`config.mk`:
```
export PLATFORM = sky130hd
export DESIGN_NAME = collision_flag_reader
export DESIGN_NICKNAME = d
export VERILOG_FILES = /design/src/rtl/collision_flag_reader.sv
export SDC_FILE = /design/constraint.sdc
export NUM_CORES = 1
export LEC_CHECK = 0
export CORE_UTILIZATION = 59
export CTS_CLUSTER_DIAMETER = 40
export DETAILED_ROUTE_END_ITERATION = 10
export PLACE_DENSITY = 0.89
export SETUP_SLACK_MARGIN = 0.5
export SLEW_MARGIN = 10
export SYNTH_ARGS = -nofsm -noshare
export SYNTH_HDL_FRONTEND = slang
export SYNTH_SLANG_ARGS = --single-unit
```
`constraint.sdc`:
```
create_clock -name clk -period 2.8 [get_ports clk]
set_clock_uncertainty 0.15 [all_clocks]
set_input_delay 0.28 -clock clk [delete_from_list [all_inputs] [get_ports clk]]
set_output_delay 0.28 -clock clk [all_outputs]
set_load 0.02 [all_outputs]
```
`src/rtl/collision_flag_reader.sv`:
```
// Once per frame, runs the collision analyzer, captures its flag bus and serves the
// snapshot to the processor over a request/ack read port with clear-on-read and irq.
module collision_flag_reader #(
  parameter int FLAG_WIDTH     = 30,
  parameter int TIMEOUT_CYCLES = 4096,
  parameter bit CLEAR_ON_READ  = 1'b1
) (
  input  logic                  clk,
  input  logic                  reset,
  input  logic                  frame_start,
  input  logic                  analyze_done,
  input  logic [FLAG_WIDTH-1:0] flags_in,
  output logic                  analyze_enable,
  input  logic                  rd_req,
  input  logic [1:0]            rd_addr,
  output logic [15:0]           rd_data,
  output logic                  rd_ack,
  output logic                  irq
);

  localparam int TW = (TIMEOUT_CYCLES > 2) ? $clog2(TIMEOUT_CYCLES) : 1;
  localparam logic [TW-1:0] TMO_LAST = TW'(TIMEOUT_CYCLES - 1);

  typedef enum logic [1:0] {IDLE, RUN, CAPTURE} state_t;

  state_t                state;
  logic [FLAG_WIDTH-1:0] flags_q, snapshot, snap_nxt, clr_mask;
  logic                  valid, overrun, timeout;
  logic [15:0]           frame_cnt;
  logic [TW-1:0]         tmo_cnt;
  logic [31:0]           snap_pad;
  logic [15:0]           status, rd_word;
  logic                  rd_fire, clr_lo, clr_hi, clr_stat, capture, tmo_hit;

  assign rd_fire  = rd_req && !rd_ack;
  assign clr_lo   = CLEAR_ON_READ && rd_fire && (rd_addr == 2'd0);
  assign clr_hi   = CLEAR_ON_READ && rd_fire && (rd_addr == 2'd1);
  assign clr_stat = CLEAR_ON_READ && rd_fire && (rd_addr == 2'd2);
  assign capture  = (state == CAPTURE);
  assign tmo_hit  = (state == RUN) && !analyze_done && (tmo_cnt == TMO_LAST);

  always_comb begin
    snap_pad = '0;
    snap_pad[FLAG_WIDTH-1:0] = snapshot;
    status = {12'h000, state != IDLE, timeout, overrun, valid};
    case (rd_addr)
      2'd0:    rd_word = snap_pad[15:0];
      2'd1:    rd_word = snap_pad[31:16];
      2'd2:    rd_word = status;
      default: rd_word = frame_cnt;
    endcase
    for (int i = 0; i < FLAG_WIDTH; i++)
      clr_mask[i] = (i < 16) ? clr_lo : clr_hi;
    // A capture in the same cycle as a clearing read keeps the fresh snapshot.
    snap_nxt = capture ? flags_q : (snapshot & ~clr_mask);
  end

  always_ff @(posedge clk) begin
    if (!reset) begin
      state          <= IDLE;
      analyze_enable <= 1'b0;
      flags_q        <= '0;
      snapshot       <= '0;
      valid          <= 1'b0;
      overrun        <= 1'b0;
      timeout        <= 1'b0;
      frame_cnt      <= '0;
      tmo_cnt        <= '0;
      rd_data        <= '0;
      rd_ack         <= 1'b0;
      irq            <= 1'b0;
    end else begin
      case (state)
        IDLE: begin
          tmo_cnt <= '0;
          if (frame_start) begin
            state          <= RUN;
            analyze_enable <= 1'b1;
          end
        end
        RUN: begin
          tmo_cnt <= tmo_cnt + 1'b1;
          if (analyze_done) begin
            state          <= CAPTURE;
            analyze_enable <= 1'b0;
            flags_q        <= flags_in;
          end else if (tmo_hit) begin
            state          <= IDLE;
            analyze_enable <= 1'b0;
          end
        end
        default: begin
          state          <= IDLE;
          analyze_enable <= 1'b0;
          tmo_cnt        <= '0;
          frame_cnt      <= frame_cnt + 1'b1;
        end
      endcase

      snapshot <= snap_nxt;
      irq      <= |snap_nxt;

      // Setting events take priority over a clearing status read.
      if (capture)       valid <= 1'b1;
      else if (clr_stat) valid <= 1'b0;
      if (frame_start && state != IDLE) overrun <= 1'b1;
      else if (clr_stat)                overrun <= 1'b0;
      if (tmo_hit)       timeout <= 1'b1;
      else if (clr_stat) timeout <= 1'b0;

      rd_ack <= rd_fire;
      if (rd_fire) rd_data <= rd_word;
    end
  end

endmodule

```
# Word-level counts from Yosys, hierarchy flattened
# Index checks and enable logic that the tools add are counted.
# W data, S select, Z words.
# word_totals
reg_bits	112
in_bits	37
out_inout_bits	19
elab_cells	57
# classes
n_addsub	2
n_eq_ne	7
n_mux	14
bitwise	2
n_reduce_logical	20
# op_table
op	count
$pmux W16 S3	1
$and A30 B30 Y30	1
$mux W30	1
$not A30 Y30	1
$reduce_or A30 Y1	1
$add A16 B1 Y16 const B	1
$add A12 B1 Y12 const B	1
$eq A12 B12 Y1 const B	1
$reduce_bool A2 Y1	4
$logic_and A1 B1 Y1	7
$mux W1	7
$mux W2	3
$reduce_and A2 Y1	3
$eq A2 B1 Y1 const B	2
$eq A2 B2 Y1 const B	2
$logic_not A2 Y1	2
$pmux W2 S2	1
$ne A3 B3 Y1 const B	1
$logic_not A1 Y1	2
$ne A2 B2 Y1 const B	1
$pmux W1 S2	1
$reduce_or A2 Y1	1

# Logic depth before layout (Yosys ltp)
# logic_depth
word_depth	7
ltp_mapped	6

# Least setup slack after synthesis
# OpenSTA, ideal clock, no wires.
# synth_path
kind	flip-flop to flip-flop
from	register frame_cnt[4]
to	register frame_cnt[15]
arrival_time_ns	1.578
slack_ns	1.001
path_stages_with_launch	5
path_buffers	0
period_less_slack_ns	1.799
cell_sequence	dfxtp_1 -> nand4_2 -> or4_4 -> or3_1 -> a21oi_1
# synth_via
elab_chain_len	1
# synth_rtl
item	line	text
from (decl)	29	logic [15:0] frame_cnt;
from (signal assigned)	96	frame_cnt <= frame_cnt + 1'b1;
$add A16 B1 Y16	96	
# Every way passes these cells.
# A chain may end at the register's enable or synchronous reset.

# Worst setup path after layout
# layout_path
from	register tmo_cnt[0]
to	register analyze_enable
# layout_via
elab_chain_len	4
# layout_rtl
item	line	text
from (decl)	30	logic [TW-1:0] tmo_cnt;
from (signal assigned)	82	tmo_cnt <= tmo_cnt + 1'b1;
$eq A12 B12 Y1	40	assign tmo_hit = (state == RUN) && !analyze_done && (tmo_cnt == TMO_LAST);
$logic_and A1 B1 Y1	40	
$ne A3 B3 Y1 (no line)	n/a	
$reduce_and A2 Y1 (no line)	n/a	
to (signal assigned)	61	analyze_enable <= 1'b0;
to (signal assigned)	78	analyze_enable <= 1'b1;
to (signal assigned)	85	analyze_enable <= 1'b0;
to (decl)	13	output logic analyze_enable,
# Every way passes these cells.

==> run_results.csv <==
group,metric,value,unit
routing,ant_nets,0,
global_routing,antenna_found_initial,0,
critical_path,path_cells,"ha_1 > nand4_1 > o41ai_1 > a21oi_1 > a211oi_1",
synthesis,yosysTopAreaCellShare,49.6,%
floorplanning,initial_core_util,61.6,%
global_routing,grt_pass1_vias,3700,
critical_path,cpPeakStageDelay,0.68,ns
floorplanning,core-area,7330,um2
layout,finalInstanceArea,5360,um2
routing,drtIter0Drc,319,
floorplanning,io_pins,56,
placed_design,dpl.hpwl,7490,um
synthesis,synth_cell_type_count,34,
critical_path,setup.worst_path.end,"analyze_enable",
critical_path,cp.arrival,2.21,ns
min_path,hold_class,"input port to flop",
placed_design,placed_area,5140,um2
layout,final_net_count,625,
floorplanning,die_x,89.5,um
layout,most-common-layout-cells,"nand2_1 (132), dfxtp_1 (112), a21oi_1 (79)",
clocking,tritoncts,"yes",
synthesis,avgSynthCellArea,8.29,um2
floorplanning,dieArea,8010,um2
critical_path,crit_buf_inv,0,
clocking,cts_resized,0,
power_and_ir_drop,intPower,2.26,mW
clocking,post_cts_buffers,0,
global_routing,grt_max_degree,89,
min_path,min_from,"flags_in[8]",
global_routing,overflow,0,
critical_path,reg2reg_slack,0.72,ns
sta,maxClockFrequency,481,MHz
layout,layout_commonest_cell,"nand2_1",
power_and_ir_drop,p_per_area,553,nW/um2
critical_path,worstReg2RegEnd,"analyze_enable",
power_and_ir_drop,p_sw,0.705,mW
synthesis,synthesis.nets,584,
sta,holdWs,0.302,ns
sta,final.min_clock_period,2.08,ns
clocking,clk_path_buf_depth,2,
critical_path,r2r_start,"tmo_cnt[0]",
sta,finalSetupViolCount,0,
power_and_ir_drop,power_frac_clock,35.3,%
global_routing,grt_pass1_wl,17300,um
sta,rsz0062_at_grt,"false",
critical_path,cp_top_family,"compound AO/OA/AOI/OAI gates",
placed_design,gp_congestion,0.906,
floorplanning,die_y,89.5,um
floorplanning,rows,31,
synthesis,synth-seq-cells,112,
sta,drv_slew,0,
routing,wl,10500,um
placed_design,io_buffers,55,
routing,drt_first_pass_iters,7,
layout,drive_above_1_share,5.58,%
routing,vias_per_cell,5.71,
synthesis,synth.area.top_cells,"dfxtp_1 (50%), nand2_1 (11%), a21oi_1 (8.8%)",
synthesis,yosysTopAreaCell,"dfxtp_1",
sta,tightest_slew,0.980,ns
synthesis,ys_seq_area_share,49.6,%
critical_path,r2r_cells,5,
critical_path,worst-setup-path-type,"flop to flop",
power_and_ir_drop,leakagePower,1.85,nW
clocking,clk_latency,0.37,ns
critical_path,cp_slowest_cell,"o41ai_1",
layout,layout-area-overhead-vs-synth,18.6,%
routing,drc_errors,0,
critical_path,cp.required,2.94,ns
clocking,cts_buffers,9,
power_and_ir_drop,vdd_drop_max,0.253,mV
sta,finalCritPeriodShare,74.2,%
power_and_ir_drop,pwr-share-seq,55.9,%
critical_path,crit_start,"tmo_cnt[0]",
outcome,outcome,"complete, no violations",
layout,num_antenna_cells,0,
power_and_ir_drop,p_comb_share,8.8,%
power_and_ir_drop,switching_share,23.8,%
sta,slew-limit-headroom,34.5,%
global_routing,grt_usage,28.4,%
synthesis,synth_cells,545,
clocking,htreeDepth,3,
synthesis,syn_area,4520,um2
sta,hold_viol,0,
clocking,cts_sinks,112,
routing,routedWlPerCell,15.3,um
clocking,clock-root-buffer,"clkbuf_8",
critical_path,crit_path_max_fanout,4,
clocking,clkTransAtPathRegs,0.11,ns
critical_path,startpoint_type,"flop",
run,cap_violations,0,
routing,num_vias,3940,
critical_path,end_kind,"flop",
critical_path,cp_num_cells,5,
clocking,holdBufCountCts,0,
sta,finalSetupTns,0,ns
synthesis,ys.warnings.count,0,
power groups by stage:
| stage | Combinational (mW) | Sequential (mW) | Clock, mW |
|---|---|---|---|
| after detailed placement | 0.259 | 1.69 | 0 |
| after global placement | 0.253 | 1.69 | 0 |
| after CTS | 0.260 | 1.66 | 1.05 |
| after floorplan | 0.132 | 1.70 | 0 |
| after global routing | 0.285 | 1.66 | 1.12 |
| final | 0.261 | 1.66 | 1.05 |
area by class of cell:
| cell class | instances | area (um2) |
|---|---|---|
| clock inverters | 7 | 92.6 |
| fillers | 538 | 1970 |
| repair buffers | 63 | 623 |
| clock buffers | 9 | 124 |
| well taps | 99 | 124 |
| multi-input cells | 396 | 2140 |
| flip-flops and latches | 112 | 2240 |
| inverters | 4 | 15.0 |
synthesized netlist by cell type:
| master | n |
|---|---|
| nor3b_1 | 1 |
| or3_1 | 3 |
| and2_1 | 4 |
| mux4_2 | 3 |
| nor4_1 | 17 |
| clkbuf_1 | 29 |
| buf_1 | 1 |
| nand3b_1 | 1 |
| nand4_2 | 1 |
| o41ai_1 | 1 |
| mux4_1 | 1 |
| dfxtp_1 | 112 |
| nor3_1 | 1 |
| a211oi_1 | 13 |
| and3_1 | 2 |
| o21ai_0 | 4 |
| inv_1 | 3 |
| nand4_1 | 14 |
| and4_1 | 5 |
| ha_1 | 2 |
| nand2_1 | 132 |
| buf_2 | 3 |
| or2_2 | 1 |
| xnor2_1 | 7 |
| nor2b_1 | 3 |
| inv_2 | 1 |
| a21oi_1 | 79 |
| nor2_1 | 57 |
| a22oi_1 | 4 |
| nand3_1 | 8 |
| mux2i_1 | 15 |
| or4_4 | 1 |
| a31oi_1 | 1 |
| xor2_1 | 15 |
sequential cells by signal, indices dropped and copies added (netlist names), 2 cells and up:
signal	cells
flags_q	30
state	2
snapshot	30
rd_data	16
frame_cnt	16
tmo_cnt	12
routing by layer:
layer,vias to the layer above,track usage (%),part of all wire [%]
met5,-,0,0
met4,0,11.4,1.9
met3,20,4.25,4.2
met2,129,49.1,51
met1,1841,35.6,43
li1,1950,-,-
tightest hold or removal path, cell delays in order:
cell and delay (ns):
clkdlybuf4s50_1 0.40, nand2_1 0.06, a21oi_1 0.05
metrics by stage:
| step | power (mW) | util (%) | std cells | worst slack (ns) |
|---|---|---|---|---|
| floorplan | 1.83 | - | 545 | 1.00 |
| global placement | 1.94 | 70.1 | 674 | 0.665 |
| detailed placement | 1.95 | 70.1 | 674 | 0.665 |
| CTS | 2.96 | 73.1 | 690 | 0.753 |
| global route | 3.06 | 73.1 | 690 | 0.526 |
| finish | 2.96 | 73.1 | 690 | 0.723 |
worst min-delay path by stage:
stage	endpoint	slack, ns	depth (start not counted)
6_report	flags_q[8]	0.30	3
5_1_grt	flags_q[9]	0.32	3
4_1_cts	flags_q[1]	0.30	3
3_5_place_dp	tmo_cnt[0]	0.31	1
3_3_place_gp	tmo_cnt[0]	0.29	1
2_1_floorplan	rd_ack	0.25	1
cell families after synthesis:
| kind of cell | Yosys count | synth area share [%] |
|---|---|---|
| and+or+nand+nor | 251 | 24.6 |
| DFF | 112 | 49.6 |
| AOI/OAI and AO/OA | 102 | 12.4 |
| buffers and inverters | 37 | 3.16 |
| xor gates and xnor gates | 22 | 4.27 |
| muxes | 19 | 5.40 |
| adders and majority gates | 2 | 0.554 |
No activity file was read; power rests on OpenSTA's default activity.
==> variant 1, RTL diff (same flow settings) <==
`CLEAR_ON_READ`: 1'b1 -> 1'b0.
--- a/src/rtl/collision_flag_reader.sv
+++ b/src/rtl/collision_flag_reader.sv
@@ -3,7 +3,7 @@
 module collision_flag_reader #(
   parameter int FLAG_WIDTH     = 30,
   parameter int TIMEOUT_CYCLES = 4096,
-  parameter bit CLEAR_ON_READ  = 1'b1
+  parameter bit CLEAR_ON_READ  = 1'b0
 ) (
   input  logic                  clk,
   input  logic                  reset,
Check against the original RTL: not equivalent (a bounded check fails within 10 cycles, from zero or initial values and one cycle with reset low).
==> variant 1 against the unedited design <==
Design area is essentially flat. First-iteration DRC count shrank 12%. Sequential cell count is the same. Via count shrank 2.0%. Area after synthesis grew 1.3%. Setup slack gained 200 ps. Routed wire length shrank 3.7%. Count of clock-buffer cells in the layout grew 2. Power shrank 4.1%. Sequential share of layout area is essentially flat. Critical path type unchanged. Highest routed layer unchanged.
==> variant 1: results (changes against the unedited design) <==
| Metric | Value |
|---|---|
| # port buffers | `55 (unchanged)` |
| Cells on worst reg2reg path | `4 (-1)` |
| Max Buffers Root-to-Sink | `2 (unchanged)` |
| Largest registers | `flags_q (30), snapshot (30)` |
| GPL Wtd Cong | `0.849 (-6.3%)` |
| Most frequent cells after synthesis | `134 x nand2_1, 112 x dfxtp_1, 76 x a21oi_1` |
| Largest cells by area after synthesis | `dfxtp_1 49%, nand2_1 11%, a21oi_1 8.3%, nor2_1 4.3%, mux2i_1 4.2%` |
| Min-Delay Path Class | `primary input to register` |
| Post-CTS setup buffers | `0 (unchanged)` |
| Vias in the first global route | `3619 (-2.2%)` |
| Synth async-reset ratio | `0% (unchanged)` |
| Fin nets | `624 (-0.16%)` |
| # diodes | `0 (unchanged)` |
| Largest net degree at the start of global routing | `38 (-57%)` |
| Sequential fraction of the synthesis area | `49.0% (-0.65 points)` |
| Yosys warns | `0 (unchanged)` |
| Post-synth cell types | `41 (+21%)` |
| Clock Pin Slew Worst Setup and Hold Paths | `100 ps` |
| First-pass DRT Iterations | `5 (-2)` |
| CP max stage delay | `520 ps (-160 ps)` |
| CTS buffer count | `9 (unchanged)` |
| Global-route wire length before repair | `17200 µm (-0.44%)` |
| Wire length per cell | `14.7 µm (-3.4%)` |
| Post_cts resized | `0 (unchanged)` |
| Setup crit end | `flags_q[8]` |
| Arrival @ worst endpoint | `2020 ps (-190 ps)` |
| Setup TNS | `0 ps (unchanged)` |
| CP max FO | `30 (+26)` |
| Initial antenna violation count | `0 (unchanged)` |
| Clock network latency to the later pin of the worst-skew pair | `370 ps (about the same)` |
| Kind of critical path | `register to register` |
| Vias/cell | `5.61 (-1.7%)` |
| Slowest CP cell | `and2_2` |
| Achievable frequency | `532 MHz (+11%)` |
| Status | `completed` |
| Pre-CTS worst setup slack | `585 ps (-79.8 ps)` |
| Pleak | `1.88 nW (+1.6%)` |
| Htree depth | `3 (unchanged)` |
| Pwr dens | `530 nW/µm² (-4.1%)` |
| Syn_nets | `584 (unchanged)` |
| Filler Cell Count | `563 (+4.6%)` |
| Maximum vdd drop | `0.338 mV (+34%)` |
| Gr usage total | `26.4% (-2.0 points)` |
| Initial DRC Count | `281 (-12%)` |
| Post-DP HPWL | `7190 µm (-4.0%)` |
| Root Buffer | `clkbuf_8` |
| Reg2Reg Setup Slack | `920 ps (+200 ps)` |
| Crit Reg-Reg Startpoint | `state[1]` |
| Worst-margin pin slew | `603 ps (-378 ps)` |
| Fraction of layout cells with a size suffix above 1 | `6.62% (+1.0 points)` |
-- variant 1: cell count changes in the layout (fill, tap and decap cells not counted), sizes merged, moves of 4 or more --
cell,delta
mux2i,+4
xnor2,+5
xor2,-9
nor3,+6
nand2b,+5
-- variant 1: worst min path at each step --
stage / startpoint / to / cells past startpoint / slack, ps
after floorplan: flags_in[17] / flags_q[17] / 2 / 270
after global placement: tmo_cnt[0] / tmo_cnt[0] / 1 / 290
after detailed placement: tmo_cnt[0] / tmo_cnt[0] / 1 / 300
after CTS: flags_in[26] / flags_q[26] / 3 / 290
after global routing: flags_in[11] / flags_q[11] / 3 / 300
final: flags_in[15] / flags_q[15] / 3 / 300
-- variant 1: power breakdown --
| part | switching, mW | internal [mW] |
|---|---|---|
| combinational | 0.133 | 0.122 |
| clock | 0.501 | 0.430 |
| sequential | 0.0274 | 1.63 |
-- variant 1: worst max-delay path: cells and delay by family (launching register included) --
family           cells  cell delay, ps
AND/OR/NAND/NOR      3            1010
flip-flops           1             440
AO/OA/AOI/OAI        1             200
-- variant 1: per-layer routing --
| metal | vias to the layer above | routed length [µm] | GRT usage [%] | part of all wire (%) |
|---|---|---|---|---|
| met5 | - | 0 | 0 | 0 |
| met4 | 0 | 214 | 9.68 | 2.1 |
| met3 | 21 | 574 | 5.50 | 5.7 |
| met2 | 125 | 4890 | 43.5 | 48 |
| met1 | 1785 | 4460 | 34.1 | 44 |
| li1 | 1929 | - | - | - |
-- variant 1: per-stage QoR --
stage / cell area [µm²] / total power, mW / cells / hold WS, ps / util [%]
global placement: 5170 / 1.94 / 673 / 288 / 70.2
global route: 5360 / 2.96 / 688 / 297 / 72.7
floorplan: 4580 / 1.83 / 545 / 266 / -
finish: 5360 / 2.84 / 688 / 300 / 72.7
CTS: 5360 / 2.85 / 688 / 290 / 72.7
detailed placement: 5170 / 1.95 / 673 / 297 / 70.2
-- variant 1: cells by family (layout without fill, tap and decap cells) --
family                   after synthesis  count (layout)  share of synthesized area (%)
AO/OA/AOI/OAI                         97              97                           12.2
XOR/XNOR                              18              18                           3.44
adder cells (fa/ha/maj)                2               2                          0.547
buffers and inverters                 38              82                           3.50
flip-flops                           112             112                           49.0
multiplexers                          23              23                           6.12
AND/OR/NAND/NOR                      255             255                           25.2
-- variant 1: final cells by class --
type	count	area (µm²)	share of cell area (%)
Clock buffer	11	141	2.64
Clock inverter	4	45.0	0.841
Inverter	4	15.0	0.280
Multi-Input combinational cell	395	2180	40.7
Sequential cell	112	2240	41.8
Tap cell	99	124	2.31
Timing Repair Buffer	63	611	11.4
==> variant 2, RTL diff (config.mk and constraints unchanged) <==
Without the edit above. Encoding of `state_t`: now one-hot (3 bits for 3 states).
--- a/src/rtl/collision_flag_reader.sv
+++ b/src/rtl/collision_flag_reader.sv
@@ -21,7 +21,7 @@
   localparam int TW = (TIMEOUT_CYCLES > 2) ? $clog2(TIMEOUT_CYCLES) : 1;
   localparam logic [TW-1:0] TMO_LAST = TW'(TIMEOUT_CYCLES - 1);
 
-  typedef enum logic [1:0] {IDLE, RUN, CAPTURE} state_t;
+  typedef enum logic [2:0] {IDLE = 3'b001, RUN = 3'b010, CAPTURE = 3'b100} state_t;
 
   state_t                state;
   logic [FLAG_WIDTH-1:0] flags_q, snapshot, snap_nxt, clr_mask;
Function: same outputs for any inputs over 4 cycles, from zero or initial values and one cycle with reset low; so few cycles prove little.
==> variant 2 against the unedited design <==
Die area is 4.3% higher. Sequential cell count is 1 higher. Area after synthesis is 4.4% higher. Non-clock buffer count is 2 higher. Hold slack worse by 150 ps. Power is 39% higher. Design area is 11% higher. Routed wire length is 16% higher. Setup slack worse by 30 ps. Count of clock-buffer cells in the layout is 13 higher.
==> variant 2: results (changes against the unedited design) <==
| Metric | Value |
|---|---|
| Gr usage total | `30.8% (+2.5 points)` |
| Largest net degree at the start of global routing | `45 (-49%)` |
| CP max stage delay | `750 ps (+70 ps)` |
| Maximum vdd drop | `0.406 mV (+61%)` |
| Post-DP HPWL | `7960 µm (+6.3%)` |
| Vias in the first global route | `4178 (+13%)` |
| Arrival @ worst endpoint | `2350 ps (+140 ps)` |
| Clock Pin Slew Worst Setup and Hold Paths | `60 ps (-50 ps)` |
| First-pass DRT Iterations | `6 (-1)` |
| Most frequent cells after synthesis | `113 x dfxtp_1, 97 x nand2_1, 69 x a21oi_1` |
| Clock network latency to the later pin of the worst-skew pair | `520 ps (+150 ps)` |
| Fraction of layout cells with a size suffix above 1 | `8.33% (+2.7 points)` |
| Filler Cell Count | `498 (-7.4%)` |
| Pre-CTS worst setup slack | `624 ps (-40.1 ps)` |
| Wire length per cell | `17.1 µm (+12%)` |
| Global-route wire length before repair | `20000 µm (+16%)` |
| GPL Wtd Cong | `0.912 (+0.64%)` |
| Syn_nets | `589 (+0.86%)` |
| Met3 global-route usage | `7.62% (+3.4 points)` |
| CP top delay family | `flip-flops` |
| CTS buffer count | `17 (+8)` |
| Pleak | `2.03 nW (+9.5%)` |
| GR Util met1 | `36.4% (+0.86 points)` |
| Largest cells by area after synthesis | `dfxtp_1 48%, nand2_1 7.7%, a21oi_1 7.3%, nor2_1 4.7%, a22oi_1 2.9%` |
| Htree depth | `4 (+1)` |
| Vias/cell | `6.07 (+6.3%)` |
| Worst-margin pin slew | `718 ps (-262 ps)` |
| Post_cts resized | `0 (unchanged)` |
| Initial DRC Count | `303 (-5.0%)` |
| Fin nets | `638 (+2.1%)` |
| Slowest CP cell | `dfxtp_1` |
| Status | `completed` |
| CP max FO | `33 (+29)` |
| Reg2Reg Capture Point | `irq` |
| Final Critical Period | `2110 ps (+30.5 ps)` |
| Global Route met2 Usage | `52.3% (+3.1 points)` |
## variant 2: cell types whose count changed after synthesis, moves of 7 or more
cell	change
nand2_1	-35
a22oi_1	+14
nand3_1	+14
o21ai_0	+13
a21oi_1	-10
nor3_1	+10
mux2i_1	-9
clkbuf_1	-7
nor4_1	-7
## variant 2: logic make-up after synthesis
family,after synthesis,share of synthesized area [%]
xor+xnor,17,3.55
mux,10,3.26
flops,113,48.0
buf+inv,39,4.03
simple gates,238,23.2
fa+ha+maj,2,0.530
compound gates,131,17.5
## variant 2: routing by layer
metal  part of all wire, %  up-vias
met3                   6.7       36
met1                    40     2049
met5                     0        -
met2                    50      200
met4                   3.0        0
li1                      -     2047
## variant 2: worst min path at each step
stage	start	endpoint	slack [ps]	depth (start not counted)
final	flags_in[14]	flags_q[14]	150	3
after global routing	flags_in[19]	flags_q[19]	160	3
after CTS	flags_in[13]	flags_q[13]	140	3
after detailed placement	rd_data[0]	rd_data[0]	300	2
after global placement	rd_data[3]	rd_data[3]	290	2
after floorplan	reset	state[0]	210	1
## variant 2: metrics by stage
step | instances | area [µm²] | util (%)
2_1_floorplan | 550 | 4720 | -
3_3_place_gp | 682 | 5330 | 68.9
3_5_place_dp | 682 | 5330 | 68.9
4_1_cts | 714 | 5930 | 76.7
5_1_grt | 714 | 5930 | 76.7
6_report | 714 | 5930 | 76.7
## variant 2: cell type report
cell class                 instances  area share [%]
inverter                           4           0.253
clock buffer                      22            7.47
sequential                       113            38.2
timing repair buffer              65            11.0
tap                              102            2.15
multi-input combinational        398            38.3
clock inverter                    10            2.68
## variant 2: power breakdown
part | internal (mW) | total, mW | leakage (nW) | switching (mW)
clock | 1.46 | 2.20 | 0.289 | 0.738
sequential | 1.64 | 1.66 | 0.914 | 0.0271
combinational | 0.122 | 0.249 | 0.827 | 0.127
